`src/rtl/i2c_pkg.sv`:
```
// Shared definitions for the I2C frame timer: FSM state encoding,
// default parameter values and a counter-width helper.
`timescale 1ns/1ps
package i2c_pkg;

    typedef enum logic [1:0] {
        ST_IDLE      = 2'd0,
        ST_DATA      = 2'd1,
        ST_BYTE_DONE = 2'd2,
        ST_ACK       = 2'd3
    } i2c_state_e;

    localparam int DEF_DATA_BITS      = 8;
    localparam int DEF_BYTE_CNT_BITS  = 8;
    localparam int DEF_TIMEOUT_CYCLES = 10000;

    // Width needed to hold values 0..max_val, never narrower than one bit.
    function automatic int cnt_width(input int max_val);
        if (max_val < 2) begin
            return 1;
        end else begin
            return $clog2(max_val + 1);
        end
    endfunction

endpackage

```
`src/rtl/flex_counter.sv`:
```
// Parametrised up-counter with a synchronous active-high clear that
// takes priority over the count enable.
`timescale 1ns/1ps
module flex_counter #(
    parameter int WIDTH = 4
) (
    input  logic             clk,
    input  logic             i_clear,
    input  logic             i_count_en,
    output logic [WIDTH-1:0] o_count
);

    logic [WIDTH-1:0] r_count;

    // Clear wins over enable; otherwise count up by one or hold.
    always_ff @(posedge clk) begin
        if (i_clear) begin
            r_count <= '0;
        end else if (i_count_en) begin
            r_count <= r_count + WIDTH'(1);
        end else begin
            r_count <= r_count;
        end
    end

    assign o_count = r_count;

endmodule

```
`src/rtl/i2c_frame_timer.sv`:
```
// I2C frame timer: tracks data bits, the ACK bit and completed frames
// from pre-detected SCL edge / START / STOP pulses, and aborts a transfer
// when SCL stays quiet for TIMEOUT_CYCLES clocks.
`timescale 1ns/1ps
module i2c_frame_timer
    import i2c_pkg::*;
#(
    parameter int DATA_BITS      = DEF_DATA_BITS,
    parameter int BYTE_CNT_BITS  = DEF_BYTE_CNT_BITS,
    parameter int TIMEOUT_CYCLES = DEF_TIMEOUT_CYCLES
) (
    input  logic                           clk,
    input  logic                           rst,
    input  logic                           rising_edge_found,
    input  logic                           falling_edge_found,
    input  logic                           start_found,
    input  logic                           stop_found,
    output logic                           byte_received,
    output logic                           ack_prep,
    output logic                           check_ack,
    output logic                           ack_done,
    output logic [$clog2(DATA_BITS+1)-1:0] bit_index,
    output logic [BYTE_CNT_BITS-1:0]       byte_count,
    output logic                           busy,
    output logic                           timeout
);

    localparam int BI_W = $clog2(DATA_BITS + 1);
    localparam int IC_W = cnt_width(TIMEOUT_CYCLES);
    localparam logic [BI_W-1:0] LAST_BIT = BI_W'(DATA_BITS - 1);
    localparam logic [IC_W-1:0] TO_LAST  = IC_W'((TIMEOUT_CYCLES > 0) ? (TIMEOUT_CYCLES - 1) : 0);
    localparam logic            TO_EN    = (TIMEOUT_CYCLES != 0);
    localparam logic [BYTE_CNT_BITS-1:0] BC_MAX = '1;

    i2c_state_e r_state;
    i2c_state_e w_state_next;

    logic                     r_byte_received;
    logic                     r_ack_prep;
    logic                     r_check_ack;
    logic                     r_ack_done;
    logic                     r_busy;
    logic                     r_timeout;
    logic [BYTE_CNT_BITS-1:0] r_byte_count;

    logic            w_rise;
    logic            w_fall;
    logic            w_scl_edge;
    logic            w_timeout_hit;
    logic            w_ack_prep;
    logic            w_ack_done;
    logic            w_bit_clr;
    logic            w_bit_inc;
    logic            w_idle_clr;
    logic            w_idle_en;
    logic [BI_W-1:0] w_bit_index;
    logic [IC_W-1:0] w_idle_cnt;

    // Simultaneous rising and falling pulses cancel each other out.
    assign w_rise     = rising_edge_found & ~falling_edge_found;
    assign w_fall     = falling_edge_found & ~rising_edge_found;
    assign w_scl_edge = rising_edge_found | falling_edge_found;

    // The counter reaches TIMEOUT_CYCLES on this clock; STOP/START outrank it.
    assign w_timeout_hit = TO_EN && (r_state != ST_IDLE) && (w_idle_cnt == TO_LAST)
                           && !stop_found && !start_found;

    assign w_bit_clr  = rst | stop_found | start_found | w_timeout_hit | w_ack_done;
    assign w_bit_inc  = (r_state == ST_DATA) & w_rise;
    assign w_idle_clr = rst | w_scl_edge | start_found | stop_found | w_timeout_hit;
    assign w_idle_en  = TO_EN & (r_state != ST_IDLE);

    flex_counter #(.WIDTH(BI_W)) u_bit_cnt (
        .clk        (clk),
        .i_clear    (w_bit_clr),
        .i_count_en (w_bit_inc),
        .o_count    (w_bit_index)
    );

    flex_counter #(.WIDTH(IC_W)) u_idle_cnt (
        .clk        (clk),
        .i_clear    (w_idle_clr),
        .i_count_en (w_idle_en),
        .o_count    (w_idle_cnt)
    );

    // Next-state and pulse decode with STOP > START > timeout > SCL edges.
    always_comb begin
        w_state_next = r_state;
        w_ack_prep   = 1'b0;
        w_ack_done   = 1'b0;
        if (stop_found) begin
            w_state_next = ST_IDLE;
        end else if (start_found) begin
            w_state_next = ST_DATA;
        end else if (w_timeout_hit) begin
            w_state_next = ST_IDLE;
        end else begin
            case (r_state)
                ST_IDLE: begin
                    w_state_next = ST_IDLE;
                end
                ST_DATA: begin
                    if (w_rise && (w_bit_index == LAST_BIT)) begin
                        w_state_next = ST_BYTE_DONE;
                    end else begin
                        w_state_next = ST_DATA;
                    end
                end
                ST_BYTE_DONE: begin
                    if (w_fall) begin
                        w_state_next = ST_ACK;
                        w_ack_prep   = 1'b1;
                    end else begin
                        w_state_next = ST_BYTE_DONE;
                    end
                end
                ST_ACK: begin
                    // Rising edges inside the ACK bit are deliberately ignored.
                    if (w_fall) begin
                        w_state_next = ST_DATA;
                        w_ack_done   = 1'b1;
                    end else begin
                        w_state_next = ST_ACK;
                    end
                end
                default: begin
                    w_state_next = ST_IDLE;
                end
            endcase
        end
    end

    // State register plus all registered outputs; levels decode the new state.
    always_ff @(posedge clk) begin
        if (rst) begin
            r_state         <= ST_IDLE;
            r_byte_received <= 1'b0;
            r_ack_prep      <= 1'b0;
            r_check_ack     <= 1'b0;
            r_ack_done      <= 1'b0;
            r_busy          <= 1'b0;
            r_timeout       <= 1'b0;
            r_byte_count    <= '0;
        end else begin
            r_state         <= w_state_next;
            r_byte_received <= (w_state_next == ST_BYTE_DONE);
            r_check_ack     <= (w_state_next == ST_ACK);
            r_busy          <= (w_state_next != ST_IDLE);
            r_ack_prep      <= w_ack_prep;
            r_ack_done      <= w_ack_done;
            r_timeout       <= w_timeout_hit;
            if (stop_found) begin
                r_byte_count <= r_byte_count;
            end else if (start_found) begin
                r_byte_count <= '0;
            end else if (w_ack_done && (r_byte_count != BC_MAX)) begin
                r_byte_count <= r_byte_count + BYTE_CNT_BITS'(1);
            end else begin
                r_byte_count <= r_byte_count;
            end
        end
    end

    assign byte_received = r_byte_received;
    assign ack_prep      = r_ack_prep;
    assign check_ack     = r_check_ack;
    assign ack_done      = r_ack_done;
    assign busy          = r_busy;
    assign timeout       = r_timeout;
    assign byte_count    = r_byte_count;
    assign bit_index     = w_bit_index;

endmodule

```
`config.mk`:
```
export PLATFORM = sky130hd
export DESIGN_NAME = i2c_frame_timer
export DESIGN_NICKNAME = d
export VERILOG_FILES = /design/src/rtl/i2c_pkg.sv /design/src/rtl/flex_counter.sv /design/src/rtl/i2c_frame_timer.sv
export SDC_FILE = /design/constraint.sdc
export NUM_CORES = 1
export LEC_CHECK = 0
export ABC_CLOCK_PERIOD_IN_PS = 2500
export BUFFER_PORTS_ARGS = -buffer_cell sky130_fd_sc_hd__buf_2
export CAP_MARGIN = 20
export CORE_MARGIN = 2
export CORE_UTILIZATION = 50
export DETAILED_ROUTE_END_ITERATION = 12
export PLACE_DENSITY = 0.71
export RECOVER_POWER = 50
export SYNTH_ARGS = -nofsm -noshare
export SYNTH_HDL_FRONTEND = slang
export SYNTH_SLANG_ARGS = --single-unit
```
`constraint.sdc`:
```
create_clock -name clk -period 2.5 [get_ports clk]
set_clock_uncertainty 0.15 [all_clocks]
set_input_delay 0.25 -clock clk [delete_from_list [all_inputs] [get_ports clk]]
set_output_delay 0.25 -clock clk [all_outputs]
set_load 0.005 [all_outputs]
```
==> results_dict.tcl <==
set metrics [dict create \
    critical_path_buf_inv_count 0 \
    syn_inst 180 \
    die_area_um2 3650 \
    grt_pass1_vias 1260 \
    ant_nets 0 \
    tightest_slew_ns 0.539 \
    final-hold-violation-count 0 \
    drive_above_1_share 0.0991 \
    synth-seq-area-share 0.428 \
    fmax_mhz 432 \
    core_region_area_um2 3050 \
    grt_max_degree 15 \
    initial_utilization 0.521 \
    holdPathStages 2 \
    p_leak_nw 0.642 \
    clk_path_buf_depth 2 \
    synth-async-reset-ratio 0 \
    path_delay_family "simple AND/OR/NAND/NOR gates" \
    ioPinCount 24 \
    path_class "reg2reg" \
    die_y_um 60.4 \
    synth_area_um2 1590 \
    peakVddDrop_v 0.000278 \
    wire_per_inst_um 13.7 \
    drv_slew 0 \
    routed_via_density 5.62 \
    drc 0 \
    fin_hold_ws_ns 0.0188 \
    nets 220 \
    hold_path.class "in2reg" \
    cts-root-buf "clkbuf_4" \
    syn_area_per_cell_um2 8.84 \
    relSlewSlack 0.638 \
    synth.ff_latch_count 34 \
    clk-insertion-delay-late_ns 0.34 \
    synthDistinctLibCells 41 \
    postCtsSetupBuffers 0 \
    synth_top_area_share 0.428 \
    crit_fanout 14 \
    fillers 314 \
    cts.sinks 34 \
    port_buffers 23 \
    critical_path_depth 5 \
    antenna_cells 0 \
    yosys-top-cells-area "dfxtp_1 43%, nor2_1 6.6%, xnor2_1 6.1%" \
    syn2layout_area_growth_pct 12.9 \
    worstSetupStartpointType "register" \
    rsz0062_at_grt "no" \
    drtPass1Iterations 4 \
    drtIter0Drc 43 \
    cp_slowest_stage_delay_ns 0.57 \
    tns_ns 0 \
    final.min_clock_period_ns 2.31 \
    syn-num-nets 189 \
    end_kind "register" \
    cts_buffers 5 \
    drt_wl_total_um 3500 \
    grt_pass1_wl_um 5700 \
    cellPowerDensity_nw_per_um2 502 \
    stdcell_area_um2 1800 \
    row_count 20 \
    synth_top_cell_by_area "dfxtp_1" \
    synth_edf_count 0 \
    max_cap_violations 0 \
    htreeDepth 2 \
    grt_usage 0.213 \
    grt-ovfl-total 0 \
    postPlaceCellArea_um2 1770 \
    required_ns 2.59 \
    critPathSlowestCell "or4_1" \
    grt_antenna_before_repair 0 \
    arrival_ns 2.40 \
    via_count 1439 \
    finalSetupViolations 0 \
    tritoncts "built" \
    clkTransAtPathRegs_ns 0.10 \
    status "completed" \
    path_cells "or4b_1, or4_1, nand3_1, or3_4, nor2_1" \
    hpwlAfterDp_um 2590 \
    gp_congestion 0.831 \
    worstRegToRegCells 5 \
    die_w_um 60.4 \
    period_share 0.926 \
    synth-main-ff-cell "dfxtp_1" \
    yosys_warnings 0 \
]
per-layer routing:
layer  up-vias  global-route usage  part of all wire  wire length, um
met5         -                   0                 0                0
met4         0              0.0652             0.011               40
met3         5              0.0640             0.050              175
met2        43               0.332              0.47             1630
met1       677               0.285              0.47             1660
li1        714                   -                 -                -
logic make-up after synthesis:
kind of cell,synth area share
compound gates,0.127
xor+xnor,0.110
mux,0.00629
flops,0.428
simple gates,0.274
fa+ha+maj,0.0236
buf+inv,0.0322
power breakdown:
part | internal, mW | total, mW | switching (mW) | leakage [nW]
clock | 0.136 | 0.323 | 0.187 | 0.0353
combinational | 0.0114 | 0.0346 | 0.0232 | 0.333
sequential | 0.543 | 0.544 | 0.00147 | 0.274
total | 0.691 | 0.902 | 0.212 | 0.642
area by class of cell:
class	instances	area (um^2)	area share
Timing Repair Buffer	28	126	0.0703
Inverter	5	18.8	0.0104
Clock inverter	1	5.00	0.00279
Multi-Input combinational cell	137	856	0.476
Clock buffer	7	55.1	0.0306
Tap cell	44	55.1	0.0306
Sequential cell	34	681	0.379
through the flow:
step | setup slack [ns] | power, mW | util | cells
6_report | 0.185 | 0.902 | 0.589 | 256
5_1_grt | 0.0657 | 0.944 | 0.589 | 256
4_1_cts | 0.0601 | 0.907 | 0.598 | 256
3_5_place_dp | 0.106 | 0.592 | 0.579 | 248
3_3_place_gp | 0.212 | 0.591 | 0.579 | 248
2_1_floorplan | 0.383 | 0.576 | - | 180
worst paths after layout:
path | end | start | slack [ns]
setup / recovery | u_idle_cnt.o_count[6] | u_idle_cnt.o_count[4] | 0.19
hold / removal | timeout | rst | 0.02
setup reg to reg | u_idle_cnt.o_count[6] | u_idle_cnt.o_count[4] | 0.19
hold reg to reg | u_idle_cnt.o_count[1] | u_idle_cnt.o_count[1] | 0.34
Yosys cell counts, drive strengths merged, types with 2 or more instances:
cell type / instances
nand2: 13
nand2b: 2
ha: 3
nor4: 3
nand3: 9
dfxtp: 34
xor2: 9
a31o: 2
o211ai: 2
buf: 4
and3: 3
a211oi: 2
inv: 5
nand4: 5
nor3: 6
and4: 2
o21ai: 7
nor2b: 3
xnor2: 11
a21oi: 4
or3: 3
a21o: 2
a31oi: 3
nand4b: 2
nor2: 28
registers in the layout, indices dropped and copies added, names as in the netlist:
signal and cells:
timeout 1, ack_done 1, check_ack 1, byte_count 8
u_idle_cnt.o_count 14, busy 1, ack_prep 1, r_state 2
u_bit_cnt.o_count 4, byte_received 1
layout by cell type (no fill, tap or decap), types with 3 or more instances in the layout:
master / n
dfxtp_1: 34
nor2_1: 28
clkbuf_1: 18
nand2_1: 13
xnor2_1: 11
nand3_1: 9
xor2_1: 9
buf_2: 8
o21ai_0: 7
nor3_1: 6
inv_1: 5
nand4_1: 5
clkbuf_4: 5
a21oi_1: 4
a31oi_1: 3
nor2b_1: 3
nor4_1: 3
and3_1: 3
ha_1: 3
buf_4: 3
timing repair:
item | 4_1_cts | 5_1_grt
gates resized for setup | 0 | 1
endpoints found under the setup margin | 0 | 13
hold buffers | 0 | 0
endpoints found under the hold margin | 0 | 0
(Power assumes the default switching activity.)
